File: src/rtl/mem_access_unit_pkg.sv
// mem_access_unit_pkg: op codes, FSM state encodings and op helpers shared by the load/store unit.
package mem_access_unit_pkg;
    typedef logic [2:0] op_t;
    localparam op_t OP_LW  = 3'd0;
    localparam op_t OP_LH  = 3'd1;
    localparam op_t OP_LHU = 3'd2;
    localparam op_t OP_LB  = 3'd3;
    localparam op_t OP_LBU = 3'd4;
    localparam op_t OP_SW  = 3'd5;
    localparam op_t OP_SH  = 3'd6;
    localparam op_t OP_SB  = 3'd7;
    localparam logic [1:0] ST_IDLE  = 2'd0;
    localparam logic [1:0] ST_READ  = 2'd1;
    localparam logic [1:0] ST_WRITE = 2'd2;
    localparam logic [1:0] ST_RESP  = 2'd3;
    function automatic logic is_store(op_t op);
        return op == OP_SW || op == OP_SH || op == OP_SB;
    endfunction
endpackage

File: src/rtl/mem_access_unit_if.sv
// mem_access_unit_if: pipeline request/response channel and word-wide data-memory port.
interface mau_req_if import mem_access_unit_pkg::*; #(
    parameter int ADDR_W = 32,
    parameter int DATA_W = 32
);
    logic              req_valid;
    logic              req_ready;
    op_t               req_op;
    logic [ADDR_W-1:0] req_addr;
    logic [DATA_W-1:0] req_wdata;
    logic              resp_valid;
    logic [DATA_W-1:0] resp_rdata;
    logic              resp_err;
    modport master (output req_valid, req_op, req_addr, req_wdata,
                    input  req_ready, resp_valid, resp_rdata, resp_err);
    modport slave  (input  req_valid, req_op, req_addr, req_wdata,
                    output req_ready, resp_valid, resp_rdata, resp_err);
endinterface

interface mau_mem_if #(
    parameter int ADDR_W = 32,
    parameter int DATA_W = 32
);
    logic [ADDR_W-1:0] mem_addr;
    logic [DATA_W-1:0] mem_write_data;
    logic              mem_sig_mem_write;
    logic [DATA_W-1:0] mem_read_data;
    modport master (output mem_addr, mem_write_data, mem_sig_mem_write, input mem_read_data);
    modport slave  (input mem_addr, mem_write_data, mem_sig_mem_write, output mem_read_data);
endinterface

File: src/rtl/mem_access_unit_lane_align.sv
// mem_lane_align: little-endian lane extraction/extension for loads, lane merge for stores, alignment check.
module mem_lane_align import mem_access_unit_pkg::*; (
    input  op_t         op,
    input  logic [1:0]  off,
    input  logic [31:0] rdata,
    input  logic [31:0] wdata,
    output logic [31:0] load_data,
    output logic [31:0] store_data,
    output logic        misalign
);
    logic [7:0]  byte_v;
    logic [15:0] half_v;
    always_comb begin
        byte_v = rdata[{off, 3'b000} +: 8];
        half_v = off[1] ? rdata[31:16] : rdata[15:0];
        misalign = ((op == OP_LH || op == OP_LHU || op == OP_SH) && off[0]) ||
                   ((op == OP_LW || op == OP_SW) && off != 2'd0);
        load_data = op == OP_LW  ? rdata :
                    op == OP_LH  ? {{16{half_v[15]}}, half_v} :
                    op == OP_LHU ? {16'h0, half_v} :
                    op == OP_LB  ? {{24{byte_v[7]}}, byte_v} :
                    op == OP_LBU ? {24'h0, byte_v} : 32'h0;
        store_data = op == OP_SW ? wdata : rdata;
        if (op == OP_SB) store_data[{off, 3'b000} +: 8] = wdata[7:0];
        if (op == OP_SH) store_data[{off[1], 4'b0000} +: 16] = wdata[15:0];
    end
endmodule

File: src/rtl/mem_access_unit.sv
// mem_access_unit: MEM-stage load/store sequencer; sub-word stores are read-modify-write on a word port.
module mem_access_unit import mem_access_unit_pkg::*; #(
    parameter int ADDR_W = 32,
    parameter int DATA_W = 32
) (
    input logic       clk,
    input logic       rst_n,
    mau_req_if.slave  req,
    mau_mem_if.master mem
);
    logic [1:0]        state_q, state_d;
    op_t               op_q, op_d;
    logic [1:0]        off_q, off_d;
    logic [DATA_W-1:0] wdata_q, wdata_d;
    logic [ADDR_W-1:0] mem_addr_q, mem_addr_d;
    logic [DATA_W-1:0] mem_wdata_q, mem_wdata_d;
    logic [DATA_W-1:0] rdata_q, rdata_d;
    logic              we_q, we_d, ready_q, ready_d, rvalid_q, rvalid_d, err_q, err_d;
    logic              idle, misalign;
    logic [DATA_W-1:0] load_data, store_data;

    assign idle = state_q == ST_IDLE;

    // In IDLE the aligner checks the incoming request; afterwards it works on the latched one.
    mem_lane_align u_align (
        .op        (idle ? req.req_op : op_q),
        .off       (idle ? req.req_addr[1:0] : off_q),
        .rdata     (mem.mem_read_data),
        .wdata     (wdata_q),
        .load_data (load_data),
        .store_data(store_data),
        .misalign  (misalign)
    );

    always_comb begin
        state_d     = state_q;
        op_d        = op_q;
        off_d       = off_q;
        wdata_d     = wdata_q;
        mem_addr_d  = mem_addr_q;
        mem_wdata_d = mem_wdata_q;
        we_d        = 1'b0;
        ready_d     = 1'b0;
        rvalid_d    = 1'b0;
        rdata_d     = '0;
        err_d       = 1'b0;
        case (state_q)
            ST_IDLE: begin
                if (req.req_valid) begin
                    op_d    = req.req_op;
                    off_d   = req.req_addr[1:0];
                    wdata_d = req.req_wdata;
                    if (misalign) begin
                        state_d  = ST_RESP;
                        rvalid_d = 1'b1;
                        err_d    = 1'b1;
                    end else begin
                        mem_addr_d  = {req.req_addr[ADDR_W-1:2], 2'b00};
                        state_d     = req.req_op == OP_SW ? ST_WRITE : ST_READ;
                        we_d        = req.req_op == OP_SW;
                        mem_wdata_d = req.req_op == OP_SW ? req.req_wdata : mem_wdata_q;
                    end
                end else begin
                    ready_d = 1'b1;
                end
            end
            ST_READ: begin
                state_d     = is_store(op_q) ? ST_WRITE : ST_RESP;
                we_d        = is_store(op_q);
                rvalid_d    = !is_store(op_q);
                mem_wdata_d = is_store(op_q) ? store_data : mem_wdata_q;
                rdata_d     = is_store(op_q) ? '0 : load_data;
            end
            ST_WRITE: begin
                state_d  = ST_RESP;
                rvalid_d = 1'b1;
            end
            default: begin
                state_d = ST_IDLE;
                ready_d = 1'b1;
            end
        endcase
    end

    always_ff @(posedge clk or negedge rst_n) begin
        if (!rst_n) begin
            state_q     <= ST_IDLE;
            op_q        <= OP_LW;
            off_q       <= '0;
            wdata_q     <= '0;
            mem_addr_q  <= '0;
            mem_wdata_q <= '0;
            rdata_q     <= '0;
            we_q        <= 1'b0;
            ready_q     <= 1'b1;
            rvalid_q    <= 1'b0;
            err_q       <= 1'b0;
        end else begin
            state_q     <= state_d;
            op_q        <= op_d;
            off_q       <= off_d;
            wdata_q     <= wdata_d;
            mem_addr_q  <= mem_addr_d;
            mem_wdata_q <= mem_wdata_d;
            rdata_q     <= rdata_d;
            we_q        <= we_d;
            ready_q     <= ready_d;
            rvalid_q    <= rvalid_d;
            err_q       <= err_d;
        end
    end

    assign req.req_ready         = ready_q;
    assign req.resp_valid        = rvalid_q;
    assign req.resp_rdata        = rdata_q;
    assign req.resp_err          = err_q;
    assign mem.mem_addr          = mem_addr_q;
    assign mem.mem_write_data    = mem_wdata_q;
    assign mem.mem_sig_mem_write = we_q;
endmodule

File: src/flat_wrapper.sv
// flat-port wrapper written by rule: the top's interface ports become plain ports
module mem_access_unit_flat import mem_access_unit_pkg::*;
#(
    parameter int ADDR_W = 32,
    parameter int DATA_W = 32
)
  (clk, rst_n, req_req_valid, req_req_op, req_req_addr, req_req_wdata, req_req_ready, req_resp_valid, req_resp_rdata, req_resp_err, mem_mem_addr, mem_mem_write_data, mem_mem_sig_mem_write, mem_mem_read_data);
  mau_req_if #(.ADDR_W(ADDR_W), .DATA_W(DATA_W)) req_i ();
  mau_mem_if #(.ADDR_W(ADDR_W), .DATA_W(DATA_W)) mem_i ();
  input logic clk;
  input logic rst_n;
  input wire logic [$bits(req_i.req_valid)-1:0] req_req_valid;
  input wire logic [$bits(req_i.req_op)-1:0] req_req_op;
  input wire logic [$bits(req_i.req_addr)-1:0] req_req_addr;
  input wire logic [$bits(req_i.req_wdata)-1:0] req_req_wdata;
  output wire logic [$bits(req_i.req_ready)-1:0] req_req_ready;
  output wire logic [$bits(req_i.resp_valid)-1:0] req_resp_valid;
  output wire logic [$bits(req_i.resp_rdata)-1:0] req_resp_rdata;
  output wire logic [$bits(req_i.resp_err)-1:0] req_resp_err;
  output wire logic [$bits(mem_i.mem_addr)-1:0] mem_mem_addr;
  output wire logic [$bits(mem_i.mem_write_data)-1:0] mem_mem_write_data;
  output wire logic [$bits(mem_i.mem_sig_mem_write)-1:0] mem_mem_sig_mem_write;
  input wire logic [$bits(mem_i.mem_read_data)-1:0] mem_mem_read_data;
  assign req_i.req_valid = req_req_valid;
  assign req_i.req_op = req_req_op;
  assign req_i.req_addr = req_req_addr;
  assign req_i.req_wdata = req_req_wdata;
  assign req_req_ready = req_i.req_ready;
  assign req_resp_valid = req_i.resp_valid;
  assign req_resp_rdata = req_i.resp_rdata;
  assign req_resp_err = req_i.resp_err;
  assign mem_mem_addr = mem_i.mem_addr;
  assign mem_mem_write_data = mem_i.mem_write_data;
  assign mem_mem_sig_mem_write = mem_i.mem_sig_mem_write;
  assign mem_i.mem_read_data = mem_mem_read_data;
  mem_access_unit #(.ADDR_W(ADDR_W), .DATA_W(DATA_W)) u_core (.clk(clk), .rst_n(rst_n), .req(req_i), .mem(mem_i));
endmodule
File: config.mk
export PLATFORM = sky130hd
export DESIGN_NAME = mem_access_unit_flat
export DESIGN_NICKNAME = d
export VERILOG_FILES = /design/src/rtl/mem_access_unit_pkg.sv /design/src/rtl/mem_access_unit_if.sv /design/src/rtl/mem_access_unit_lane_align.sv /design/src/rtl/mem_access_unit.sv /design/src/flat_wrapper.sv
export SDC_FILE = /design/constraint.sdc
export NUM_CORES = 1
export LEC_CHECK = 0
export CELL_PAD_IN_SITES_DETAIL_PLACEMENT = 2
export CELL_PAD_IN_SITES_GLOBAL_PLACEMENT = 2
export CORE_ASPECT_RATIO = 0.7
export CORE_MARGIN = 8
export CORE_UTILIZATION = 32
export DETAILED_ROUTE_END_ITERATION = 12
export PLACE_DENSITY_LB_ADDON = 0.1
export RECOVER_POWER = 100
export SLEW_MARGIN = 20
export SYNTH_ARGS = -nofsm -noshare
export SYNTH_HDL_FRONTEND = slang
export SYNTH_SLANG_ARGS = --single-unit
export TNS_END_PERCENT = 50
File: constraint.sdc
create_clock -name clk -period 7.2 [get_ports clk]
set_clock_uncertainty 0.15 [all_clocks]
set_input_delay 1.8 -clock clk [delete_from_list [all_inputs] [get_ports clk]]
set_output_delay 1.8 -clock clk [all_outputs]
set_load 0.1 [all_outputs]
# Yosys cells after proc, flatten, opt, wreduce, memory -nomap -nowiden
# Index checks and enable logic that the tools add are counted.
# classes
bitwise,1
mux,34
n_reduce_logical,17
shift,5
eq_ne,17
n_addsub,2
# op_table
cell,n
32-bit 2-to-1 mux,13
32-bit bitwise mux,2
32-bit one-hot mux with 2 select lines,1
"16-bit by 7-bit variable shift with 32-bit output, first input constant",1
"8-bit by 7-bit variable shift with 32-bit output, first input constant",1
16-bit by 7-bit indexed part select with 32-bit output,1
32-bit by 6-bit indexed part select with 8-bit output,1
8-bit by 7-bit indexed part select with 32-bit output,1
"3-bit == test, second input constant",8
16-bit 2-to-1 mux,1
5-bit negator with 7-bit output,2
2-bit 2-to-1 mux,4
8-bit 2-to-1 mux,1
1-bit 2-to-1 mux,7
"3-bit by 2-bit == test with 1-bit output, second input constant",2
1-bit logical OR,6
"2-bit != test, second input constant",3
2-bit one-hot mux with 3 select lines,1
5-bit AND reduction,1
1-bit one-hot mux with 2 select lines,2
2-bit nonzero test,2
"3-bit by 1-bit == test with 1-bit output, second input constant",1
3-bit zero test,1
3-bit 2-to-1 mux,1
11 further kinds,12
# word_totals
output_inout_bits,100
elab_cells,87
input_bits,102
reg_bits,137

# Logic depth before layout (Yosys ltp)
# logic_depth
depth_word,10
mapped_depth,13

# Hierarchy
# From an unflattened synthesis, not the netlist that was laid out.
# hier_totals
hier_cells,663
area_unflattened_um2,7458.4
# modules_own_cells
module,instances,cells_per_inst,area_each_um2
mem_access_unit,1,360,5607.9
mem_lane_align,1,303,1850.5

# Worst setup path after synthesis
# OpenSTA, ideal clock, no wires.
# synth_path
path_type,input to register
start,in req_req_op[0]
end,"reg u_core.rdata_q[0], in the netlist u_core.req.resp_rdata[0]"
setup_time_ns,0.121
cell_stages,7
t_arrival_ns,3.470
path_slack_ns,3.459
required_ns,6.929
path_buffers,1
path_cell_list,buf_2 > xor2_1 > a32oi_2 > inv_1 > nor2_1 > mux4_2 > a22o_1
# synth_between
elab_chain_cells,9
elab_cells_between_ends,13
cone_classes,eq/ne (4); mux (8); reduce/logical (1)
# synth_rtl
element,line_no,rtl
"start, declared",flat_wrapper.sv:13,input wire logic [$bits(req_i.req_op)-1:0] req_req_op;
3-bit 2-to-1 mux *,mem_access_unit.sv:26,".op (idle ? req.req_op : op_q),"
3-bit == test,mem_access_unit_lane_align.sv:22,"op == OP_LBU ? {24'h0, byte_v} : 32'h0;"
8-bit 2-to-1 mux,mem_access_unit_lane_align.sv:22,
32-bit 2-to-1 mux,mem_access_unit_lane_align.sv:21,"op == OP_LB ? {{24{byte_v[7]}}, byte_v} :"
32-bit 2-to-1 mux,mem_access_unit_lane_align.sv:20,"op == OP_LHU ? {16'h0, half_v} :"
32-bit 2-to-1 mux,mem_access_unit_lane_align.sv:19,"op == OP_LH ? {{16{half_v[15]}}, half_v} :"
32-bit 2-to-1 mux *,mem_access_unit_lane_align.sv:18,load_data = op == OP_LW ? rdata :
32-bit 2-to-1 mux *,mem_access_unit.sv:72,rdata_d = is_store(op_q) ? '0 : load_data;
32-bit 2-to-1 mux *,mem_access_unit.sv:47,case (state_q)
via u_core.rdata_d[0],mem_access_unit.sv:17,"logic [DATA_W-1:0] rdata_q, rdata_d;"
"end signal, assigned",mem_access_unit.sv:105,rdata_q <= rdata_d;
"end, declared",mem_access_unit.sv:17,
# The timed path passes the listed nets; every way through them passes the cells marked *.
# A chain may end at the register's enable or synchronous reset.

# Worst setup path after layout
# layout_path
start,in req_req_op[0]
end,"reg u_core.mem_wdata_q[14], in the netlist u_core.mem.mem_write_data[14]"
# layout_between
elab_chain_cells,9
elab_cells_between_ends,24
cone_classes,eq/ne (8); mux (8); reduce/logical (8)
# layout_rtl
element,line_no,rtl
3-bit 2-to-1 mux,mem_access_unit.sv:26,
3-bit == test,"mem_access_unit_lane_align.sv:17, mem_access_unit_lane_align.sv:23",
32-bit 2-to-1 mux,mem_access_unit_lane_align.sv:23,store_data = op == OP_SW ? wdata : rdata;
32-bit bitwise mux,mem_access_unit_lane_align.sv:24,"if (op == OP_SB) store_data[{off, 3'b000} +: 8] = wdata[7:0];"
32-bit 2-to-1 mux,mem_access_unit_lane_align.sv:24,
32-bit bitwise mux,mem_access_unit_lane_align.sv:25,"if (op == OP_SH) store_data[{off[1], 4'b0000} +: 16] = wdata[15:0];"
32-bit 2-to-1 mux,mem_access_unit_lane_align.sv:25,
32-bit 2-to-1 mux,mem_access_unit.sv:71,mem_wdata_d = is_store(op_q) ? store_data : mem_wdata_q;
32-bit one-hot mux with 2 select lines,mem_access_unit.sv:47,
"end signal, assigned",mem_access_unit.sv:104,mem_wdata_q <= mem_wdata_d;
"end, declared",mem_access_unit.sv:16,"logic [DATA_W-1:0] mem_wdata_q, mem_wdata_d;"
# Several ways; a longest one is shown, not always the timed one. The select of a mux whose other input is x is not followed.

==> results.md <==
* Relative slew slack at -10.1%
* Setup violators final at 0
* FF-to-FF Start: u_core.state_q[1]
* Max-slew violations at 42
* Register area share after synthesis at 50.0%
* Setup tns final at 0 ps
* Synthesized flop and latch total at 137
* TritonRoute pass-1 iters at 6
* Syn-to-layout area delta at 40.1%
* Hold Path Cell Cnt at 1
* Root Buffer: clkbuf_16
* Post-route DRC violation count at 0
* CTS tree: done
* Mapped Area at 0.00685 sq mm
* Most common cell after layout, fill and taps aside: dfrtp_1
* CP Launch Point: req_req_op[0]
* Layout cell share with drive strength beyond 1 at 16.0%
* CTS Sinks at 137
* Min Clock Period, post-route at 5820 ps
* Worst Hold Launch: u_core.mem.mem_addr[7]
* Final Hold Fails at 0
* RSZ-0062 raised after global routing: false
* Postcts setup bufs at 0
* Failing checks: capacitance limit, slew limit
* Synth Instances at 608
* Mean Syn Cell Area at 11.3 sq um
* WL/cell at 26.3 um
* Initial drt markers at 422
* DR vias at 5952
* Max Cap Viol at 2
* Ant. Diodes at 0
* Vert. Die Dim at 138 um
* Resized Gates After CTS at 0
* Grt ovf at 0
* IO buf count at 199
* Most frequent cells in the layout: dfrtp_1, dlygate4sd3_1, clkdlybuf4s50_1, mux2_2, a21oi_1
* Final RePlAce weighted congestion at 0.828
* Htree depth at 4
* Post-CTS Hold Buffers at 0
* FP Rows at 44
* Req. time, crit path at 7350 ps
* Core area at 0.0209 sq mm
* Dpl hpwl at 20900 um
* Fin nets at 901
* Skew-Pair Late Insertion Delay at 420 ps
* Fin crit share at 80.8%
* Initial Util at 32.8%
* Worst hold-check path type: register to register
* Final ANT Viol Nets at 0
* Fmax at 172 MHz
* First-pass GRT wire length at 43300 um
* Worst R2R Setup Slack at 2390 ps
* R2R depth at 9
* Kind of critical path: input pin to register
* Ports at 202
* Crit start category: input pin
* Maximum buffer depth of the clock tree at 2
* Die width at 191 um
* Critical Path AT at 5970 ps
* Yosys cell types at 62
* Clock transition at path regs at 60 ps
* Die ar. at 0.0264 sq mm
* Largest net degree at the start of global routing at 72
* Synth Warn # at 0
* Status: finished, violations left
* Via density at 5.51
* Cts bufs inserted at 17
* Post-synth EDFFs at 0
* Overall Global Routing Usage at 21.4%
* Final WL at 28400 um
* Antenna violations before repair at 1
* FFs w/ async S/R, synth at 100%
* CP Max Fanout at 60
* Worst slew pin tran at 1650 ps
* Vias in the first global route at 6766
* Synth Flop Type: dfrtp_1
* Crit path capture type: register
through the flow:
step	cell area (sq um)	setup slack [ps]	instances	utilization [%]	hold slack, ps
finish	9600	1380	1081	46.0	331
global route	9600	1220	1081	46.0	364
CTS	9630	2400	1081	46.2	346
detailed placement	9040	1970	1049	43.3	328
global placement	9040	2160	1049	43.3	320
floorplan	6860	3460	609	-	329
flip-flops by register name, indices dropped and copies added (netlist names):
register / cells
u_core.mem.mem_write_data: 32
u_core.req.resp_rdata: 32
u_core.wdata_q: 32
u_core.mem.mem_addr: 30
u_core.op_q: 3
u_core.off_q: 2
u_core.state_q: 2
u_core.mem.mem_sig_mem_write: 1
u_core.req.req_ready: 1
u_core.req.resp_err: 1
u_core.req.resp_valid: 1
layout make-up:
type	count	area [sq um]
Clock buffer	21	460
Clock inverter	11	136
Fill cell	2161	11300
Inverter	18	67.6
Multi-Input combinational cell	411	3110
Sequential cell	137	3430
Tap cell	276	345
Timing Repair Buffer	207	2050
final timing paths:
| path | endpoint |
|---|---|
| max | u_core.mem.mem_write_data[14] |
| min | u_core.mem.mem_addr[7] |
| max reg2reg | u_core.mem.mem_write_data[14] |
| min reg2reg | u_core.mem.mem_addr[7] |
| max in group asynchronous | u_core.wdata_q[12] |
| min in group asynchronous | u_core.mem.mem_addr[28] |
Yosys cell counts, types with 8 or more instances:
master,number,area share (%)
clkbuf_1,16,0.88
o21a_1,18,2.0
buf_2,14,1.0
a22o_1,8,1.0
mux4_2,8,2.6
inv_1,16,0.88
a21o_1,9,0.99
a21oi_1,58,4.2
nor2_1,59,3.2
dfrtp_1,136,50
buf_4,8,0.88
a221o_1,8,1.2
a22oi_1,14,1.5
o21ai_0,14,1.0
nand2_1,30,1.6
mux2i_1,11,1.6
mux2_2,70,12
critical path, cell delays in order:
cell and delay [ps]:
dlygate4sd3_1 720, mux2i_1 910, nand2_1 150, a221oi_1 900, o31ai_4 140, clkbuf_2 700, mux2_1 590
routing by layer:
metal  wire (um)  vias to the layer above  global-route usage (%)  share of wire (%)
met5           8                        -                       0              0.028
met4         377                        2                    5.50                1.3
met1       13000                     3068                    28.9                 46
met3        2330                       27                    6.63                8.2
li1            -                     2616                       -                  -
met2       12700                      239                    32.7                 45
logic make-up (layout without fill, tap and decap cells):
logic type | after synthesis | after routing | share of synthesized area, %
AO/OA/AOI/OAI | 184 | 184 | 19.2
flip-flops | 137 | 137 | 50.0
multiplexers | 95 | 95 | 17.0
AND/OR/NAND/NOR | 121 | 121 | 7.85
buffers and inverters | 61 | 257 | 4.36
other | 1 | 2 | 0.0547
adder cells (fa/ha/maj) | 7 | 7 | 1.28
XOR/XNOR | 2 | 2 | 0.256
Power is left out: the tool's default activity adds up to more than one toggle a clock period on the data nets, which glitch-free logic cannot reach.
==> edit, RTL diff (config.mk and constraints unchanged) <==
Reset style: synchronous (`rst_n`), changed in one clocked block.
--- a/src/rtl/mem_access_unit.sv
+++ b/src/rtl/mem_access_unit.sv
@@ -82,7 +82,7 @@
         endcase
     end
 
-    always_ff @(posedge clk or negedge rst_n) begin
+    always_ff @(posedge clk) begin
         if (!rst_n) begin
             state_q     <= ST_IDLE;
             op_q        <= OP_LW;
Function: differs if rst_n is asserted again (counterexample within 4 cycles, from zero or initial values and one cycle with rst_n low); with rst_n held inactive, the same outputs for 4 cycles.
==> edit against the unedited design <==
- the flow still finishes with violations (capacitance limit, slew limit)
- setup slack worse by 0.027 ns
- via count is 18% higher
- critical path type unchanged
- largest cell class is now multi-input gates
- wire length is 9.0% higher
- synthesized area is 1.7% lower
- critical endpoint is now u_core.mem.mem_write_data[24]
- sequential cell count stayed put
- design area is 1.4% lower
- first-iteration DRC count is 14% higher
==> edit: results (changes against the unedited design) <==
- Synth unique cells: 73 (+18%)
- Max_cap viols: 2 (unchanged)
- Drt first-iter violations: 479 (+14%)
- GR met3 Demand/Resource: 4.73% (-1.9 points)
- First-pass GRT wire length: 46.1 mm (+6.3%)
- Setup WS pre-CTS: 1.88 ns (-0.0873 ns)
- Family with the most delay on the worst path: compound AO/OA/AOI/OAI gates
- WL met2: 15.1 mm (+19%)
- Placed cell count: 1213 (+16%)
- #MultiIn Comb: 584 (+42%)
- Gr usage total: 23.2% (+1.8 points)
- Sequential share of the synthesized area: 40.7% (-9.3 points)
- Worst endpoint data arrival time: 6.06 ns (+0.09 ns)
- Inverters: 8 (-10)
- Max-slew violations: 57 (+36%)
- M2 GR Usage: 39.8% (+7.2 points)
- Ys async rst share: 0% (-100 points)
- RD Place Congestion: 0.942 (+14%)
- Status: finished, violations left
- Final hold slack: 0.317 ns (-0.0145 ns)
- Fillers: 2278 (+5.4%)
- Failing checks: capacitance limit, slew limit
- Vias/cell: 5.63 (+2.2%)
- Number of global-route vias before repair: 7454 (+10%)
- Drt pass-1 iters: 5 (-1)
==> edit: cell count changes after synthesis, sizes merged, moves of 16 or more <==
cell / before / now
a21boi: 1 / 68
a21oi: 59 / 42
dfrtp: 136 / 0
dfxtp: 0 / 137
mux2: 75 / 3
nand2: 30 / 185
o21a: 18 / 2
==> edit: worst paths after layout <==
path                                   endpoint
hold reg to reg          u_core.mem.mem_addr[6]
hold / removal           u_core.mem.mem_addr[6]
setup / recovery  u_core.mem.mem_write_data[24]
setup reg to reg         u_core.mem.mem_addr[8]
==> edit: cells by family (layout without fill, tap and decap cells) <==
group                    Yosys count  after routing  synth area share [%]
AND/OR/NAND/NOR                  285            285                  18.4
AO/OA/AOI/OAI                    262            262                  30.2
flip-flops                       137            137                  40.7
buffers and inverters             65            248                  4.59
multiplexers                      28             28                  4.70
adder cells (fa/ha/maj)            7              7                  1.30
other                              1              2                0.0557
